**config.mk**
```make
export PLATFORM = sky130hd
export DESIGN_NAME = div_clk_monitor
export DESIGN_NICKNAME = d
export VERILOG_FILES = /design/src/rtl/div_clk_monitor.sv
export SDC_FILE = /design/constraint.sdc
export NUM_CORES = 1
export LEC_CHECK = 0
export BUFFER_PORTS_ARGS = -buffer_cell sky130_fd_sc_hd__buf_2
export CAP_MARGIN = 10
export CORE_ASPECT_RATIO = 0.75
export CORE_MARGIN = 4
export CORE_UTILIZATION = 55
export CTS_BUF_LIST = sky130_fd_sc_hd__clkbuf_4 sky130_fd_sc_hd__clkbuf_8
export DETAILED_ROUTE_END_ITERATION = 10
export PLACE_DENSITY_LB_ADDON = 0.15
export SYNTH_ARGS = -nofsm -noshare
export SYNTH_HDL_FRONTEND = slang
export SYNTH_SLANG_ARGS = --single-unit
export TNS_END_PERCENT = 5
```
**constraint.sdc**
```tcl
create_clock -name clk -period 2.9 [get_ports clk]
set_input_delay 0.145 -clock clk [delete_from_list [all_inputs] [get_ports clk]]
set_output_delay 0.145 -clock clk [all_outputs]
set_load 0.01 [all_outputs]
```
**src/rtl/div_clk_monitor.sv**
```systemverilog
// div_clk_monitor: measures the half-period of a divided clock (in clk
// cycles). It flags a mismatch against an expected half-period, locks after
// LOCK_CNT consecutive correct half-periods, and detects a stalled divider.
//
// Ports:
//   clk          system clock; all logic updates on its rising edge
//   reset        synchronous active-high reset
//   i_en         monitor enable
//   i_div_clk    divided clock under test (generated from clk)
//   i_exp_half   expected half-period in clk cycles (2 .. 2^WIDTH-2)
//   o_rise       one-cycle pulse on a rising edge of i_div_clk
//   o_fall       one-cycle pulse on a falling edge of i_div_clk
//   o_len        last accepted half-period measurement
//   o_len_valid  o_len holds an unconsumed measurement
//   i_len_ready  consumer accepts o_len
//   o_locked     divided clock matches i_exp_half
//   o_err        sticky mismatch/timeout flag
//   o_overrun    sticky flag: a measurement was dropped (result register full)
//   o_err_cnt    saturating error count
`timescale 1ns/1ps
module div_clk_monitor #(
  parameter int unsigned WIDTH    = 8,
  parameter int unsigned LOCK_CNT = 4
) (
  input  logic             clk,
  input  logic             reset,
  input  logic             i_en,
  input  logic             i_div_clk,
  input  logic [WIDTH-1:0] i_exp_half,
  output logic             o_rise,
  output logic             o_fall,
  output logic [WIDTH-1:0] o_len,
  output logic             o_len_valid,
  input  logic             i_len_ready,
  output logic             o_locked,
  output logic             o_err,
  output logic             o_overrun,
  output logic [WIDTH-1:0] o_err_cnt
);

  localparam int unsigned GW = $clog2(LOCK_CNT + 1);
  localparam logic [WIDTH-1:0] LEN_MAX  = '1;
  localparam logic [GW-1:0]    GOOD_MAX = GW'(LOCK_CNT);

  typedef enum logic [1:0] {IDLE, SYNC, MEAS, LOCK} state_t;

  state_t           state;
  state_t           state_next;
  logic             d1;
  logic             d2;
  logic             edge_evt;
  logic [WIDTH-1:0] len_cnt;
  logic [WIDTH-1:0] len_next;
  logic [GW-1:0]    good_cnt;
  logic [GW-1:0]    good_next;
  logic             meas;
  logic             err_evt;

  // Edge pulses decode straight from the synchroniser flops.
  assign edge_evt = d1 ^ d2;
  assign o_rise   = d1 & ~d2;
  assign o_fall   = ~d1 & d2;
  assign o_locked = (state == LOCK);

  // State register.
  always_ff @(posedge clk) begin
    if (reset) state <= IDLE;
    else       state <= state_next;
  end

  // Next-state, length counter, lock counter and event decode.
  always_comb begin
    state_next = state;
    len_next   = len_cnt;
    good_next  = good_cnt;
    meas       = 1'b0;
    err_evt    = 1'b0;
    if (!i_en) begin
      state_next = IDLE;
      len_next   = '0;
      good_next  = '0;
    end else begin
      unique case (state)
        IDLE: state_next = SYNC;
        SYNC: begin
          // First edge only aligns the counter; nothing is measured yet.
          if (edge_evt) begin
            state_next = MEAS;
            len_next   = WIDTH'(1);
          end
        end
        MEAS, LOCK: begin
          if (edge_evt) begin
            meas     = 1'b1;
            len_next = WIDTH'(1);
            if (len_cnt == i_exp_half) begin
              if (good_cnt != GOOD_MAX) good_next = good_cnt + GW'(1);
              if (good_next == GOOD_MAX) state_next = LOCK;
            end else begin
              err_evt    = 1'b1;
              good_next  = '0;
              state_next = MEAS;
            end
          end else if (len_cnt == LEN_MAX) begin
            // Divider stalled: counter would wrap, so resynchronise.
            err_evt    = 1'b1;
            good_next  = '0;
            len_next   = '0;
            state_next = SYNC;
          end else begin
            len_next = len_cnt + WIDTH'(1);
          end
        end
        default: state_next = IDLE;
      endcase
    end
  end

  // Datapath registers: synchroniser, counters, result register, error flags.
  always_ff @(posedge clk) begin
    if (reset) begin
      d1          <= 1'b0;
      d2          <= 1'b0;
      len_cnt     <= '0;
      good_cnt    <= '0;
      o_len       <= '0;
      o_len_valid <= 1'b0;
      o_err       <= 1'b0;
      o_overrun   <= 1'b0;
      o_err_cnt   <= '0;
    end else begin
      d1       <= i_div_clk;
      d2       <= d1;
      len_cnt  <= len_next;
      good_cnt <= good_next;

      if (err_evt) begin
        o_err <= 1'b1;
        if (o_err_cnt != LEN_MAX) o_err_cnt <= o_err_cnt + WIDTH'(1);
      end

      // One-deep result register; a new value may replace one being consumed.
      if (!i_en) begin
        o_len_valid <= 1'b0;
      end else if (meas) begin
        if (!o_len_valid || i_len_ready) begin
          o_len       <= len_cnt;
          o_len_valid <= 1'b1;
        end else begin
          o_overrun <= 1'b1;
        end
      end else if (i_len_ready) begin
        o_len_valid <= 1'b0;
      end
    end
  end

endmodule

```
Word-level counts from Yosys, hierarchy flattened
Cells that the tools add are included.

word-level totals
  word-level logic and storage cells = 76
  output and inout port bits = 22
  register bits after elaboration = 34
  input port bits = 13

cells by class
  add/sub/neg operators = 3
  equal/unequal tests = 12
  reduce and logical (&&, ||, !) cells = 15
  bitwise gates (word level) = 7
  mux-type cells = 29

operators with widths
  cell                 count
  $mux 3               8
  $mux 8               3
  $add 8x1->8 const B  2
  $pmux 8 s2           1
  $mux 1               11
  $mux 2               5
  $reduce_and 3->1     3
  $eq 8x8->1           1
  $eq 8x8->1 const B   1
  $ne 8x8->1 const B   1
  $reduce_and 2->1     4
  $ne 3x3->1 const B   2
  $pmux 2 s3           1
  $reduce_bool 2->1    3
  $eq 2x2->1 const B   2
  $ne 4x4->1 const B   1
  $not 1->1            4
  $reduce_or 2->1      2
  $add 3x1->3 const B  1
  $eq 3x3->1 const B   1
  $and 1x1->1          2
  $eq 2x1->1 const B   1
  $logic_not 2->1      1
  $ne 2x1->1 const B   1
  4 further kinds      4

Depth between registers and ports, before layout
  depth in word-level cells = 11
  depth in mapped cells = 9
  gate-level depth less buffers = 7

Worst setup path after synthesis
Ideal clock, no wire load.

  path type = register to register
  start = register d1
  end = register o_err_cnt[0]
  path buffers = 2
  path slack = 0.824 ns
  data required time = 2.779 ns
  stages on the path, launching flop included = 10
  library setup time = 0.121 ns
  arrival = 1.956 ns
  cell sequence = dfxtp_1 inv_1 ha_1 buf_2 and2b_1 a31oi_4 nand2b_4 buf_6 nor3_1 mux2_2

on the way
  longest elaborated chain between the ends = 5

RTL lines
  element                            line  text
  start: declaration                 49    logic d1;
  start signal: assignment           132   d1 <= i_div_clk;
  $xor 1x1->1                        60    assign edge_evt = d1 ^ d2;
  $mux 1                             93    if (edge_evt) begin
  $mux 1                             83    unique case (state)
  $mux 1                             78    if (!i_en) begin
  $reduce_and 2->1 (no source line)  n/a
  end signal: assignment             139   if (o_err_cnt != LEN_MAX) o_err_cnt <= o_err_cnt + WIDTH'(1);
  end: declaration                   38    output logic [WIDTH-1:0] o_err_cnt

No other way between the ends.
A chain may end at the register's enable or synchronous reset.

Final worst setup path
  start = register d1
  end = register o_err_cnt[5]

Same word-level chain as after synthesis.

==> impl_results.md <==
* Crit path max-delay family: simple AND/OR/NAND/NOR gates
* Final period util at approximately three quarters
* Area Overhead vs Synth at 14.8%
* Peak VDD IR at roughly 0.30 mV
* Die height at approximately 57 um
* Max Cap Viol at 0
* Initial core utilization at 58.9%
* CP Launch Type: flip-flop
* Start point of the worst hold path: i_div_clk
* Min cycle time layout at between 2000 and 2500 ps
* Critical path class: reg -> reg
* EDFF count, synth at 0
* Worst path max stage delay at ~400 ps
* Layout cells sized above 1 at between 20 and 25%
* Cell chain of the critical path: inv_1, ha_1, and2b_1, a31oi_4, nand2b_4, nor4_1, mux2_2
* Grt total ovfl at 0
* Syn_nets at approximately 220
* PortBufs at 34
* Crit path buf inv count at 1
* Core Util, Final at between 60% and 70%
* Post-CTS setup repair buffer count at 0
* Outcome: complete, no violations
* Crit path DAT at 2380 ps
* Vias per cell at ~5.9
* P per Cell Area at 439 mW/mm^2
* Die area at around 0.0042 mm^2
* Synth Area in Compound Gates at between 15 and 20%
* Routed WL at around 4 mm
* CTS clock-pin slew for the worst setup and hold paths at about 60 ps
* Maximum buffer depth of the clock tree at 2
* Hpwl dp at between 3 and 4 mm
* Setup crit start: d1$_SDFF_PP0_
* Post-Synth Adder-Cell Area at about 4.2%
* # diodes at 0
* Synthesis-stage register bit count at 34
* Drc violations at 0
* Hold Vio Cnt, Final at 0
* Most frequent cells in the layout: dfxtp_1, buf_2, nor2_1
* Leading post-synthesis cells by cell area: dfxtp_1, mux2i_1, nor2_1
* Setup ws final at about 690 ps
* First-iteration detailed-routing DRC count at 95
* Fin nets at 253
* I/O pins at 35
* Largest family of logic cells by synthesized area: simple AND/OR/NAND/NOR gates
* Hold/Removal Path Class: in -> reg
* Fraction of registers with async set/reset at 0%
* Data required, critical path at just over 3000 ps
* Syn Inst Count at roughly 200
* Ys flop type: dfxtp_1
* Post-place setup slack at 693 ps
* Area fraction in and, or, nand and nor cells after synthesis at 23.0%
* Clock Tree Root: clkbuf_8
* Post_cts resized at 0
* GRT Overall Usage at around a fifth
* CP Capture Type: flip-flop
* CP Depth at 7
* Slew margin rel. at about three fifths
* Clock insertion delay at the later pin of the skew report at around 280 ps
* Synth Area per Inst at 8.75 um^2
* First-pass GRT wire length at 6.74 mm
* Final setup fails at 0
* CTS tree: yes
* RSZ-0062 raised after global routing: false
* CTS Sinks at 34
* Top-area cell type share of the netlist area at between 30 and 40%
* Post-Synth XOR/XNOR Area at between 3 and 4%
* Crit path max-delay cell type: ha_1
* Post-synthesis sequential area ratio at between 30% and 40%
* R2R depth at 7
* Post-route setup TNS at 0 ps
* Static Leak at between 0.8 and 0.9 nW
* WHS at 86.6 ps
* Routability Congestion at between 0.8 and 0.9
* H-tree levels at 2
* Number of distinct library cells after synthesis at 48
* FP Rows at 17
* Worst R2R Setup Slack at 690 ps
* Synth Cell Area at 0.00177 mm^2
* Initial antenna violation count at 0
* Max frequency at 452 MHz
* Synth warn at 0
* Routed via count at 1613
* Routed length per instance at roughly 15 um
* Core area at around 0.003 mm^2
* Detail Route Antenna Nets at 0
* Total CTS buffers at 5
* CP max FO at 11
* Skew final at 8.11 ps
* DR pass1 iterations at 4
* CP endpoint: o_err_cnt[5]$_SDFFE_PP0P_
* Worst slew pin tran at 571 ps
* Die X at roughly 73 um
* Post-CTS Hold Buffers at 0
* Final Non-Filler Cells at around 270
* Vias in the first global route at approximately 1500
* Mux cell area share after synthesis at ~8%
* RR Startpoint: d1$_SDFF_PP0_
* Slew Limit Fails at 0
* Largest net degree at the start of global routing at 23
* # placed instances at approximately 270
* Largest area contributor in the netlist: dfxtp_1
* Worst R2R End: o_err_cnt[5]$_SDFFE_PP0P_
==> area by class of cell <==
| cell class | count | area, um^2 |
|---|---|---|
| tap | 38 | 47.5 |
| clock inverter | 1 | 5.00 |
| fill | 247 | 971 |
| timing repair buffer | 35 | 178 |
| multi-input combinational | 147 | 986 |
| clock buffer | 7 | 90.1 |
| inverter | 11 | 41.3 |
| sequential | 34 | 681 |
==> metrics by stage <==
stage	area [um^2]	total power [mW]
after CTS	2030	0.899
after global placement	1930	0.534
final	2030	0.890
after floorplan	1770	0.516
after detailed placement	1930	0.535
after global routing	2030	0.928
==> flip-flops by register name, indices dropped and copies added, names as in the netlist <==
name,flops
d2,1
d1,1
good_cnt,3
state,2
o_overrun,1
o_len_valid,1
len_cnt,8
o_err,1
o_len,8
o_err_cnt,8
==> worst min-delay path by stage <==
stage | slack [ps] | end | depth (start not counted)
2_1_floorplan | 270 | d1$_SDFF_PP0_ | 1
3_3_place_gp | 410 | d1$_SDFF_PP0_ | 2
3_5_place_dp | 380 | d1$_SDFF_PP0_ | 2
4_1_cts | 80 | d1$_SDFF_PP0_ | 2
5_1_grt | 80 | d1$_SDFF_PP0_ | 2
6_report | 90 | d1$_SDFF_PP0_ | 2
==> cell usage after synthesis, types with 2 or more instances <==
cell type,instances
a21oi_1,13
a22oi_1,2
a311oi_1,2
a31oi_1,2
and3_1,3
buf_2,5
buf_6,2
clkbuf_1,2
dfxtp_1,34
ha_1,6
inv_1,11
mux2_2,3
mux2i_1,11
nand2_1,14
nand2b_1,3
nand3_1,3
nand4_1,4
nor2_1,24
nor2b_1,6
nor3_1,7
nor4_1,2
o21ai_0,6
o31ai_1,4
or4_1,2
xnor2_1,8
==> kinds of logic (layout without fill, tap and decap cells) <==
| group | Yosys count | in the layout |
|---|---|---|
| and+or+nand+nor | 78 | 78 |
| xor gates and xnor gates | 8 | 8 |
| muxes | 14 | 14 |
| buffers and inverters | 21 | 54 |
| adders and majority gates | 6 | 6 |
| DFF | 34 | 34 |
| AOI/OAI and AO/OA | 41 | 41 |
==> power by group <==
part           internal [mW]  total, mW  switching, mW
combinational         0.0206     0.0512         0.0306
clock                  0.201      0.365          0.164
sequential             0.470      0.474        0.00355
total                  0.691      0.890          0.198
==> layer usage <==
layer	routed length [um]	vias to the layer above	global-route usage, %	share of wire [%]
li1	-	782	-	-
met1	1910	767	28.2	47
met2	1810	57	31.1	44
met3	314	7	5.63	7.7
met4	61	0	7.24	1.5
met5	0	-	0	0
Power figures use the tool's default switching activity.
